[config.mk]
export PLATFORM = sky130hd
export DESIGN_NAME = nec_bus_ctrl
export DESIGN_NICKNAME = d
export VERILOG_FILES = /design/src/rtl/nec_bus_pkg.sv /design/src/rtl/nec_clkgen.sv /design/src/rtl/nec_bus_ctrl.sv
export SDC_FILE = /design/constraint.sdc
export NUM_CORES = 1
export LEC_CHECK = 0
export BUFFER_PORTS_ARGS = -buffer_cell sky130_fd_sc_hd__buf_2
export CORE_MARGIN = 10
export CORE_UTILIZATION = 47
export CTS_CLUSTER_DIAMETER = 80
export CTS_CLUSTER_SIZE = 16
export DETAILED_ROUTE_END_ITERATION = 12
export PLACE_DENSITY = 0.74
export SLEW_MARGIN = 5
export SYNTH_ARGS = -nofsm -noshare
export SYNTH_HDL_FRONTEND = slang
export SYNTH_SLANG_ARGS = --single-unit
[constraint.sdc]
create_clock -name i_clk -period 3.5 [get_ports i_clk]
set_input_delay 0.35 -clock i_clk [delete_from_list [all_inputs] [get_ports i_clk]]
set_output_delay 0.35 -clock i_clk [all_outputs]
set_load 0.02 [all_outputs]
[src/rtl/nec_bus_pkg.sv]
// Shared types and widths for the NEC V30/V33 bus slave.
// The FSM state encoding and the latched request bundle live here.
package nec_bus_pkg;

    localparam int NEC_ADDR_W = 20;
    localparam int NEC_DATA_W = 16;

    typedef enum logic [2:0] {
        IDLE,
        ADDR,
        ACCESS,
        WAIT,
        DONE
    } nec_state_t;

    typedef struct packed {
        logic [NEC_ADDR_W-1:0] addr;
        logic [1:0]            be;
        logic                  we;
        logic                  io;
        logic [NEC_DATA_W-1:0] wdata;
    } nec_req_t;

    // UBEn selects the odd byte and A0 low selects the even byte
    function automatic logic [1:0] nec_byte_en(input logic uben, input logic a0);
        return {~uben, ~a0};
    endfunction

endpackage

[src/rtl/nec_clkgen.sv]
// Free-running CPU clock divider with a registered 50% duty output.
// o_nec_clk_rise pulses for one clk in the cycle where o_nec_clk goes high.
module nec_clkgen #(
    parameter int unsigned CLK_DIV = 4
) (
    input  logic i_clk,
    input  logic i_reset,
    output logic o_nec_clk,
    output logic o_nec_clk_rise
);

    localparam int unsigned      CNT_W    = $clog2(CLK_DIV);
    localparam logic [CNT_W-1:0] CNT_LAST = CNT_W'(CLK_DIV - 1);
    localparam logic [CNT_W-1:0] CNT_HALF = CNT_W'(CLK_DIV / 2);

    logic [CNT_W-1:0] r_cnt;
    logic             r_nec_clk;
    logic             r_rise;

    always_ff @(posedge i_clk or posedge i_reset) begin
        if (i_reset) begin
            r_cnt     <= '0;
            r_nec_clk <= 1'b0;
            r_rise    <= 1'b0;
        end else begin
            r_cnt <= (r_cnt == CNT_LAST) ? '0 : r_cnt + CNT_W'(1);
            if (r_cnt == '0 || r_cnt == CNT_HALF) begin
                r_nec_clk <= ~r_nec_clk;
            end
            // Count 0 always drives the low-to-high toggle
            r_rise <= (r_cnt == '0);
        end
    end

    assign o_nec_clk      = r_nec_clk;
    assign o_nec_clk_rise = r_rise;

endmodule

[src/rtl/nec_bus_ctrl.sv]
// NEC V30/V33 bus slave: synchronises the CPU strobes, decodes AD-bus cycles into a
// req/ack memory/IO port, stretches READY with wait states and answers INTA cycles.
module nec_bus_ctrl
    import nec_bus_pkg::*;
#(
    parameter int unsigned CLK_DIV     = 4,
    parameter int unsigned WAIT_STATES = 0,
    parameter int unsigned SYNC_STAGES = 2
) (
    input  logic                  i_clk,
    input  logic                  i_reset,
    output logic                  o_nec_clk,
    input  logic [NEC_ADDR_W-1:0] i_nec_ad_in,
    output logic [NEC_DATA_W-1:0] o_nec_ad_out,
    output logic                  o_nec_ad_oe,
    output logic                  o_nec_ad_dir,
    output logic                  o_nec_ready,
    input  logic                  i_nec_astb,
    input  logic                  i_nec_rdn,
    input  logic                  i_nec_wrn,
    input  logic                  i_nec_ion,
    input  logic                  i_nec_uben,
    input  logic                  i_nec_intakn,
    input  logic [7:0]            i_int_vector,
    output logic                  o_mem_req,
    input  logic                  i_mem_ack,
    output logic                  o_mem_we,
    output logic                  o_mem_io,
    output logic [NEC_ADDR_W-1:0] o_mem_addr,
    output logic [1:0]            o_mem_be,
    output logic [NEC_DATA_W-1:0] o_mem_wdata,
    input  logic [NEC_DATA_W-1:0] i_mem_rdata,
    output logic                  o_busy
);

    localparam int unsigned       SYNC_W    = NEC_ADDR_W + 6;
    // Strobes idle high, ASTB idle low
    localparam logic [SYNC_W-1:0] SYNC_RST  = {{NEC_ADDR_W{1'b0}}, 6'b011111};
    localparam logic [3:0]        LAST_WAIT = (WAIT_STATES == 0) ? 4'd0 : 4'(WAIT_STATES - 1);

    logic                  w_nec_rise;
    logic [SYNC_W-1:0]     r_sync [SYNC_STAGES];
    logic [SYNC_W-1:0]     w_pins;
    logic [NEC_ADDR_W-1:0] w_ad;
    logic                  w_astb, w_rdn, w_wrn, w_ionn, w_uben, w_intakn;
    logic                  r_astb_d;
    logic                  w_astb_fall;
    logic                  w_can_latch;

    nec_state_t            r_state, w_state_d;
    nec_req_t              r_req;
    logic [NEC_DATA_W-1:0] r_rdata;
    logic                  r_drive;
    logic [3:0]            r_wait_cnt;

    nec_clkgen #(
        .CLK_DIV (CLK_DIV)
    ) u_clkgen (
        .i_clk          (i_clk),
        .i_reset        (i_reset),
        .o_nec_clk      (o_nec_clk),
        .o_nec_clk_rise (w_nec_rise)
    );

    always_ff @(posedge i_clk or posedge i_reset) begin
        if (i_reset) begin
            for (int i = 0; i < SYNC_STAGES; i++) begin
                r_sync[i] <= SYNC_RST;
            end
            r_astb_d <= 1'b0;
        end else begin
            r_sync[0] <= {i_nec_ad_in, i_nec_astb, i_nec_rdn, i_nec_wrn,
                          i_nec_ion, i_nec_uben, i_nec_intakn};
            for (int i = 1; i < SYNC_STAGES; i++) begin
                r_sync[i] <= r_sync[i-1];
            end
            r_astb_d <= w_astb;
        end
    end

    assign w_pins = r_sync[SYNC_STAGES-1];
    assign {w_ad, w_astb, w_rdn, w_wrn, w_ionn, w_uben, w_intakn} = w_pins;
    assign w_astb_fall = r_astb_d & ~w_astb;
    // A new address phase is refused while a memory access is outstanding
    assign w_can_latch = w_astb_fall && (r_state != ACCESS) && (r_state != WAIT);

    always_ff @(posedge i_clk or posedge i_reset) begin
        if (i_reset) begin
            r_state <= IDLE;
        end else begin
            r_state <= w_state_d;
        end
    end

    always_comb begin
        w_state_d = r_state;
        case (r_state)
            IDLE: begin
                if (w_can_latch) w_state_d = ADDR;
            end
            ADDR: begin
                if (w_can_latch)              w_state_d = ADDR;
                else if (!w_rdn || !w_wrn)    w_state_d = ACCESS;
                else if (!w_intakn)           w_state_d = DONE;
            end
            ACCESS: begin
                if (i_mem_ack) w_state_d = (WAIT_STATES > 0) ? WAIT : DONE;
            end
            WAIT: begin
                if (w_nec_rise && r_wait_cnt == LAST_WAIT) w_state_d = DONE;
            end
            DONE: begin
                if (w_can_latch)                       w_state_d = ADDR;
                else if (w_rdn && w_wrn && w_intakn)   w_state_d = IDLE;
            end
            default: w_state_d = IDLE;
        endcase
    end

    always_ff @(posedge i_clk or posedge i_reset) begin
        if (i_reset) begin
            r_req      <= '0;
            r_rdata    <= '0;
            r_drive    <= 1'b0;
            r_wait_cnt <= '0;
        end else begin
            if (w_can_latch) begin
                r_req.addr <= w_ad;
                r_req.io   <= ~w_ionn;
                r_req.be   <= nec_byte_en(w_uben, w_ad[0]);
            end
            if (r_state == ADDR && !w_can_latch) begin
                if (!w_rdn || !w_wrn) begin
                    r_req.we <= ~w_wrn;
                    r_drive  <= w_wrn;
                    if (!w_wrn) r_req.wdata <= w_ad[NEC_DATA_W-1:0];
                end else if (!w_intakn) begin
                    r_rdata <= {8'h00, i_int_vector};
                    r_drive <= 1'b1;
                end
            end
            if (r_state == ACCESS && i_mem_ack) begin
                r_rdata    <= i_mem_rdata;
                r_wait_cnt <= '0;
            end
            if (r_state == WAIT && w_nec_rise) begin
                r_wait_cnt <= r_wait_cnt + 4'd1;
            end
        end
    end

    always_comb begin
        o_mem_req    = (r_state == ACCESS);
        o_nec_ready  = (r_state != ACCESS) && (r_state != WAIT);
        o_nec_ad_oe  = (r_state == DONE) && r_drive;
        o_nec_ad_dir = (r_state == DONE) && r_drive;
        o_busy       = (r_state != IDLE);
    end

    assign o_nec_ad_out = r_rdata;
    assign o_mem_we     = r_req.we;
    assign o_mem_io     = r_req.io;
    assign o_mem_addr   = r_req.addr;
    assign o_mem_be     = r_req.be;
    assign o_mem_wdata  = r_req.wdata;

endmodule

# After elaboration in Yosys (flattened, before gate mapping)
# Index checks and enable logic that the tools add are counted.
word_totals:
  reg_bits: 121
  inputBits: 53
op_classes:
  add_sub_neg: 2
  n_eq_ne: 16
  mux: 18
  bitwise: 7
  reduce_logical: 26
ops:
  columns: ["operator", "n"]
  rows:
  - ["$mux 16", 4]
  - ["$mux 3", 8]
  - ["$pmux 3 s5", 1]
  - ["$logic_and 1x1->1", 10]
  - ["$mux 4", 2]
  - ["$ne 2x1->1 const B", 4]
  - ["$eq 3x2->1 const B", 2]
  - ["$ne 3x2->1 const B", 2]
  - ["$not 1->1", 6]
  - ["$reduce_and 3->1", 2]
  - ["$reduce_and 5->1", 1]
  - ["$add 4x1->4 const B", 1]
  - ["$eq 2x2->1 const B", 2]
  - ["$logic_not 4->1", 1]
  - ["$ne 2x2->1 const B", 2]
  - ["$ne 4x4->1 const B", 1]
  - ["$reduce_and 2->1", 2]
  - ["$reduce_bool 2->1", 2]
  - ["$eq 3x1->1 const B", 1]
  - ["$eq 3x3->1 const B", 1]
  - ["$logic_not 1->1", 3]
  - ["$logic_not 3->1", 1]
  - ["$ne 3x3->1 const B", 1]
  - ["$reduce_bool 3->1", 1]
  - ["6 further kinds", 8]

# Logic depth before layout (Yosys ltp)
depth:
  depth_word: 8
  ltp_mapped: 7
  depth_no_buf: 5

# Hierarchy
# A second synthesis with hierarchy kept.
hier_totals:
  hier_cells: 254
  area_unflattened_um2: 4319.1
modules_own_cells:
  columns: ["mod", "instances", "cells_each", "area_each_um2", "seq_area_each_um2"]
  rows:
  - ["nec_bus_ctrl", 1, 241, 4151.5, 2940.3]
  - ["nec_clkgen", 1, 13, 167.7, 100.1]

# Worst setup path before layout
# No wires, ideal clock.
synth_path:
  kind: "flip-flop to flip-flop"
  from: "register r_state[2]"
  to: "register r_rdata[0] (netlist: o_nec_ad_out[0])"
  setup_ps: 125
  t_arrival_ps: 1515
  required_ps: 3375
  setup_slack_ps: 1860
  path_stages_with_launch: 7
  path_cell_list: "dfrtp_1 -> buf_4 -> and4bb_1 -> buf_6 -> a31oi_4 -> buf_8 -> mux2_4"
synth_between:
  elab_chain_cells: 7
  word_cells_on_any_way: 14
synth_rtl:
  columns: ["element", "line_no", "rtl"]
  rows:
  - ["from (decl)", "nec_bus_ctrl.sv:50", "nec_state_t r_state, w_state_d;"]
  - ["from (signal assigned)", "nec_bus_ctrl.sv:91", "r_state <= w_state_d;"]
  - ["$ne 3x2->1", "nec_bus_ctrl.sv:85", "assign w_can_latch = w_astb_fall && (r_state != ACCESS) && (r_state != WAIT);"]
  - ["$logic_and 1x1->1 (2 in series)", "nec_bus_ctrl.sv:85", null]
  - ["$logic_not 1->1", "nec_bus_ctrl.sv:132", "if (r_state == ADDR && !w_can_latch) begin"]
  - ["$logic_and 1x1->1", "nec_bus_ctrl.sv:132", null]
  - ["$reduce_bool 2->1 (no line)", null, null]
  - ["$reduce_and 3->1 (no line)", null, null]
  - ["to (signal assigned)", "nec_bus_ctrl.sv:138", "r_rdata <= {8'h00, i_int_vector};"]
  - ["to (signal assigned)", "nec_bus_ctrl.sv:143", "r_rdata <= i_mem_rdata;"]
  - ["to (decl)", "nec_bus_ctrl.sv:52", "logic [NEC_DATA_W-1:0] r_rdata;"]
# Several ways; a longest one is shown, not always the timed one.
# A chain may end at the register's enable or synchronous reset.

# Worst setup path in the final report
layout_path:
  from: "register r_state[0]"
  to: "register r_rdata[3] (netlist: o_nec_ad_out[3])"
# Same word-level chain as after synthesis.

==> results.md <==
* Wire length of the first global-routing pass at 15000 um
* Buffers inserted by post-CTS timing repair at 0
* Sum of routed wire segments on met1 at 3860 um
* Worst Clk Skew at 0.00908 ns
* Delay-heaviest family, CP: flip-flops
* Most frequently used cell type in the post-synthesis netlist: sky130_fd_sc_hd__dfrtp_1
* Setup Total Neg Slack at 0 ns
* Synthesized netlist net count at 311
* Summed area of non-filler cells in the final layout at 0.00584 mm^2
* Reg2reg start: r_state[0]$_DFFE_PP0P_
* Post-synth top area share at 0.651
* Actual transition at the worst max-transition pin at 0.809 ns
* Per-cell routed wire length at 17.9 um
* Biggest area contributors in the synthesized netlist: sky130_fd_sc_hd__dfrtp_1 65%, sky130_fd_sc_hd__mux2_2 13%, sky130_fd_sc_hd__dfstp_2 6.2%
* Classification of the worst-slack hold path: input pin to flip-flop
* Post-DRT Antenna Nets at 0
* Leakage power summed over all cells at 2.83 nW
* Routability Congestion at 0.767
* Buffers on Ports at 114
* PD cells at 877 mW/mm^2
* Share of final-layout standard cells stronger than drive strength 1 at 0.525
* Post-placement cell area at 0.00491 mm^2
* Average cell area after synthesis at 16.9 um^2
* Std-Cell Rows at 34
* Number of antenna cells inserted at 0
* Largest stage delay, worst path at 0.62 ns
* Antenna violations before repair at 0
* Maximum capacitance violations at 0
* Period Utilization, post-route at 0.636
* Worst ir drop on vdd at 0.000526 V
* Final Hold Fails at 0
* Count of distinct cell types in the synthesized netlist at 42
* Post-synthesis sequential area ratio at 0.712
* Register bit count reported by yosys at 121
* Number of DRC markers in iteration 0 at 117
* Vias in the first global route at 2897
* Clock transition time at the flip-flop clock pins of the worst setup and hold paths at 0.06 ns
* Maximum number of pins on one net before global-route repair at 63
* Net count, final at 462
* Critical path endpoint: o_nec_ad_out[3]$_DFFE_PP0P_
* Post-Syn Area at 0.00427 mm^2
* Total track usage at 0.145
* Clk Latency, worst-skew pair at 0.49 ns
* CTS Buf Count at 17
* Placeable Area at 0.00876 mm^2
* Required time at the worst-slack endpoint at 3.87 ns
* Via total after detailed routing at 2595
* Kind of launch point of the worst setup path: flip-flop
* Final period demand of the worst path at 2.22 ns
* Chip Height at 115 um
* Final setup fails at 0
* Number of flops mapped to enable cells by yosys at 0
* Dominant synthesized flop cell: sky130_fd_sc_hd__dfrtp_1
* Type of the worst setup path: flip-flop to flip-flop
* Relative slew margins at 0.461
* Effective utilization at floorplan at 0.487
* Maximum operating frequency at 0.450 GHz
* Amount of wire on met3 after detailed routing at 683 um
* Total number of cells along the worst setup path at 3
* Source of the critical timing path: r_state[0]$_DFFE_PP0P_
* IO Pins at 115
* Largest area contributor in the synthesized netlist: sky130_fd_sc_hd__dfrtp_1
* Max-slew violations at 0
* Congestion Overflow GR at 0
* Maximum clock insertion buffer count at 2
* RSZ-0062 raised after global routing: false
* Maximum fanout along the worst path at 19
* Metal2 WL at 4800 um
* Area growth from synthesis to layout at 36.7%
* Clock Sink Count at 121
* Register-to-register path setup slack at 1.28 ns
* H-tree depth at 4
* Clock tree from TritonCTS: done
* Quantity of gates resized following cts at 0
* Status: completed
* Root buffer cell: sky130_fd_sc_hd__clkbuf_8
* Count of TritonRoute iterations in the first routing pass at 4
* Post-synthesis async set-or-reset flop share at 1.00
* Worst EP arrival at 2.60 ns
* Die area at 0.0133 mm^2
* Synthesized instance count at 253
* Via density per instance at 4.94
* Uppermost layer routed: met4
* DRC violations left at 0
* Synthesis Warnings at 0
* Overall die width at 115 um
* Cell with the largest stage delay on the worst path: sky130_fd_sc_hd__dfrtp_1
* Worst path buffer plus inverter count at 0
* Worst-case reg-to-reg path depth at 3
* Top cells by instance count after synthesis: 111 x sky130_fd_sc_hd__dfrtp_1, 50 x sky130_fd_sc_hd__mux2_2, 10 x sky130_fd_sc_hd__a22o_1, 10 x sky130_fd_sc_hd__dfstp_2, 7 x sky130_fd_sc_hd__inv_1
* Half-perimeter wire length of the detailed placement result at 6190 um
* FF-to-FF End: o_nec_ad_out[3]$_DFFE_PP0P_
* Sort of element at the end of the critical path: flip-flop
* Routed WL at 9390 um
* Sequence of cells on the critical path: and4bb_1, a31oi_4, mux2_2
## cell usage in the layout (no fill, tap or decap), drive strengths merged
| cell | Yosys | routed |
|---|---|---|
| and3 | 1 | 1 |
| and2 | 1 | 1 |
| or3 | 1 | 1 |
| inv | 8 | 10 |
| clkbuf | 1 | 19 |
| nor2b | 1 | 1 |
| and4b | 1 | 1 |
| o21ai | 6 | 6 |
| nand2b | 2 | 2 |
| xnor2 | 2 | 2 |
| ha | 5 | 5 |
| nand3 | 2 | 2 |
| a21o | 1 | 1 |
| dfstp | 10 | 10 |
| a22o | 10 | 10 |
| clkinvlp | 0 | 2 |
| and4bb | 1 | 1 |
| o221a | 1 | 1 |
| nand4b | 4 | 4 |
| a41o | 2 | 2 |
| nand3b | 1 | 1 |
| bufinv | 0 | 5 |
| a21bo | 1 | 1 |
| nand4 | 1 | 1 |
| nor3b | 1 | 1 |
| mux2 | 53 | 53 |
| nor2 | 5 | 5 |
| mux2i | 1 | 1 |
| nand2 | 2 | 2 |
| nor4b | 1 | 1 |
| dfrtp | 111 | 111 |
| dlygate4sd3 | 0 | 27 |
| a211o | 1 | 1 |
| buf | 11 | 117 |
| a31oi | 3 | 3 |
| clkinv | 0 | 4 |
| a211oi | 1 | 1 |
## area by class of cell
class / instances / area, um^2
repair buffers: 144 / 876
clock buffers: 19 / 442
inverters: 8 / 33.8
clock inverters: 13 / 215
multi-input cells: 112 / 1090
fillers: 623 / 2930
flip-flops and latches: 121 / 3040
well taps: 108 / 135
## per-stage QoR
| step | setup WS [ns] | utilization | hold WS (ns) | power (mW) | cells |
|---|---|---|---|---|---|
| final | 1.28 | 0.666 | 0.0853 | 5.12 | 525 |
| after CTS | 1.26 | 0.666 | 0.0600 | 5.18 | 525 |
| after global placement | 1.36 | 0.560 | 0.331 | 3.19 | 466 |
| after detailed placement | 1.29 | 0.560 | 0.335 | 3.24 | 466 |
| after floorplan | 1.67 | - | 0.331 | 2.77 | 253 |
| after global routing | 1.12 | 0.666 | 0.0557 | 5.37 | 525 |
## where the power goes
part | internal (mW) | switching, mW
Combinational | 0.547 | 0.752
Sequential | 1.73 | 0.199
Clock | 1.28 | 0.614
Total | 3.55 | 1.57
## metal layers
metal / track usage / up-vias
li1: - / 1197
met1: 0.166 / 1307
met2: 0.243 / 87
met4: 0.0421 / 0
met3: 0.0615 / 4
met5: 0 / -
## registers in the layout, indices dropped and copies added, names as in the netlist, 2 cells and up
register / count
r_wait_cnt: 4
o_mem_be: 2
w_pins: 26
o_mem_wdata: 16
u_clkgen.r_cnt: 2
r_state: 3
o_mem_addr: 20
o_nec_ad_out: 16
r_sync: 26
## worst register-to-register path: stages, from the launching register on
cell                       delay, ns
sky130_fd_sc_hd__dfrtp_1        0.62
sky130_fd_sc_hd__and4bb_1       0.50
sky130_fd_sc_hd__a31oi_4        0.58
sky130_fd_sc_hd__mux2_2         0.40
## repair_timing
item                                    4_1_cts  5_1_grt
hold buffers                                 27        0
endpoints found under the setup margin        0        0
hold endpoints to repair                     47        0
## cells by family (layout without fill, tap and decap cells)
kind of cell / Yosys count / count (layout) / share of synthesized area
xor gates and xnor gates: 2 / 2 / 0.00411
muxes: 54 / 54 / 0.144
buffers and inverters: 20 / 184 / 0.0314
AOI/OAI and AO/OA: 26 / 26 / 0.0507
DFF: 121 / 121 / 0.712
and+or+nand+nor: 25 / 25 / 0.0428
adders and majority gates: 5 / 5 / 0.0147
## worst min path at each step
stage / startpoint / endpoint / slack [ns] / depth (start not counted)
6_report: i_mem_rdata[8] / o_nec_ad_out[8]$_DFFE_PP0P_ / 0.09 / 2
5_1_grt: i_mem_rdata[8] / o_nec_ad_out[8]$_DFFE_PP0P_ / 0.06 / 2
3_3_place_gp: r_sync[42]$_DFF_PP0_ / w_pins[16]$_DFF_PP0_ / 0.33 / 0
2_1_floorplan: r_sync[36]$_DFF_PP0_ / w_pins[10]$_DFF_PP0_ / 0.33 / 0
3_5_place_dp: r_sync[32]$_DFF_PP0_ / w_pins[6]$_DFF_PP0_ / 0.33 / 0
4_1_cts: i_mem_rdata[13] / o_nec_ad_out[13]$_DFFE_PP0P_ / 0.06 / 2
No activity file was read; power rests on OpenSTA's default activity.
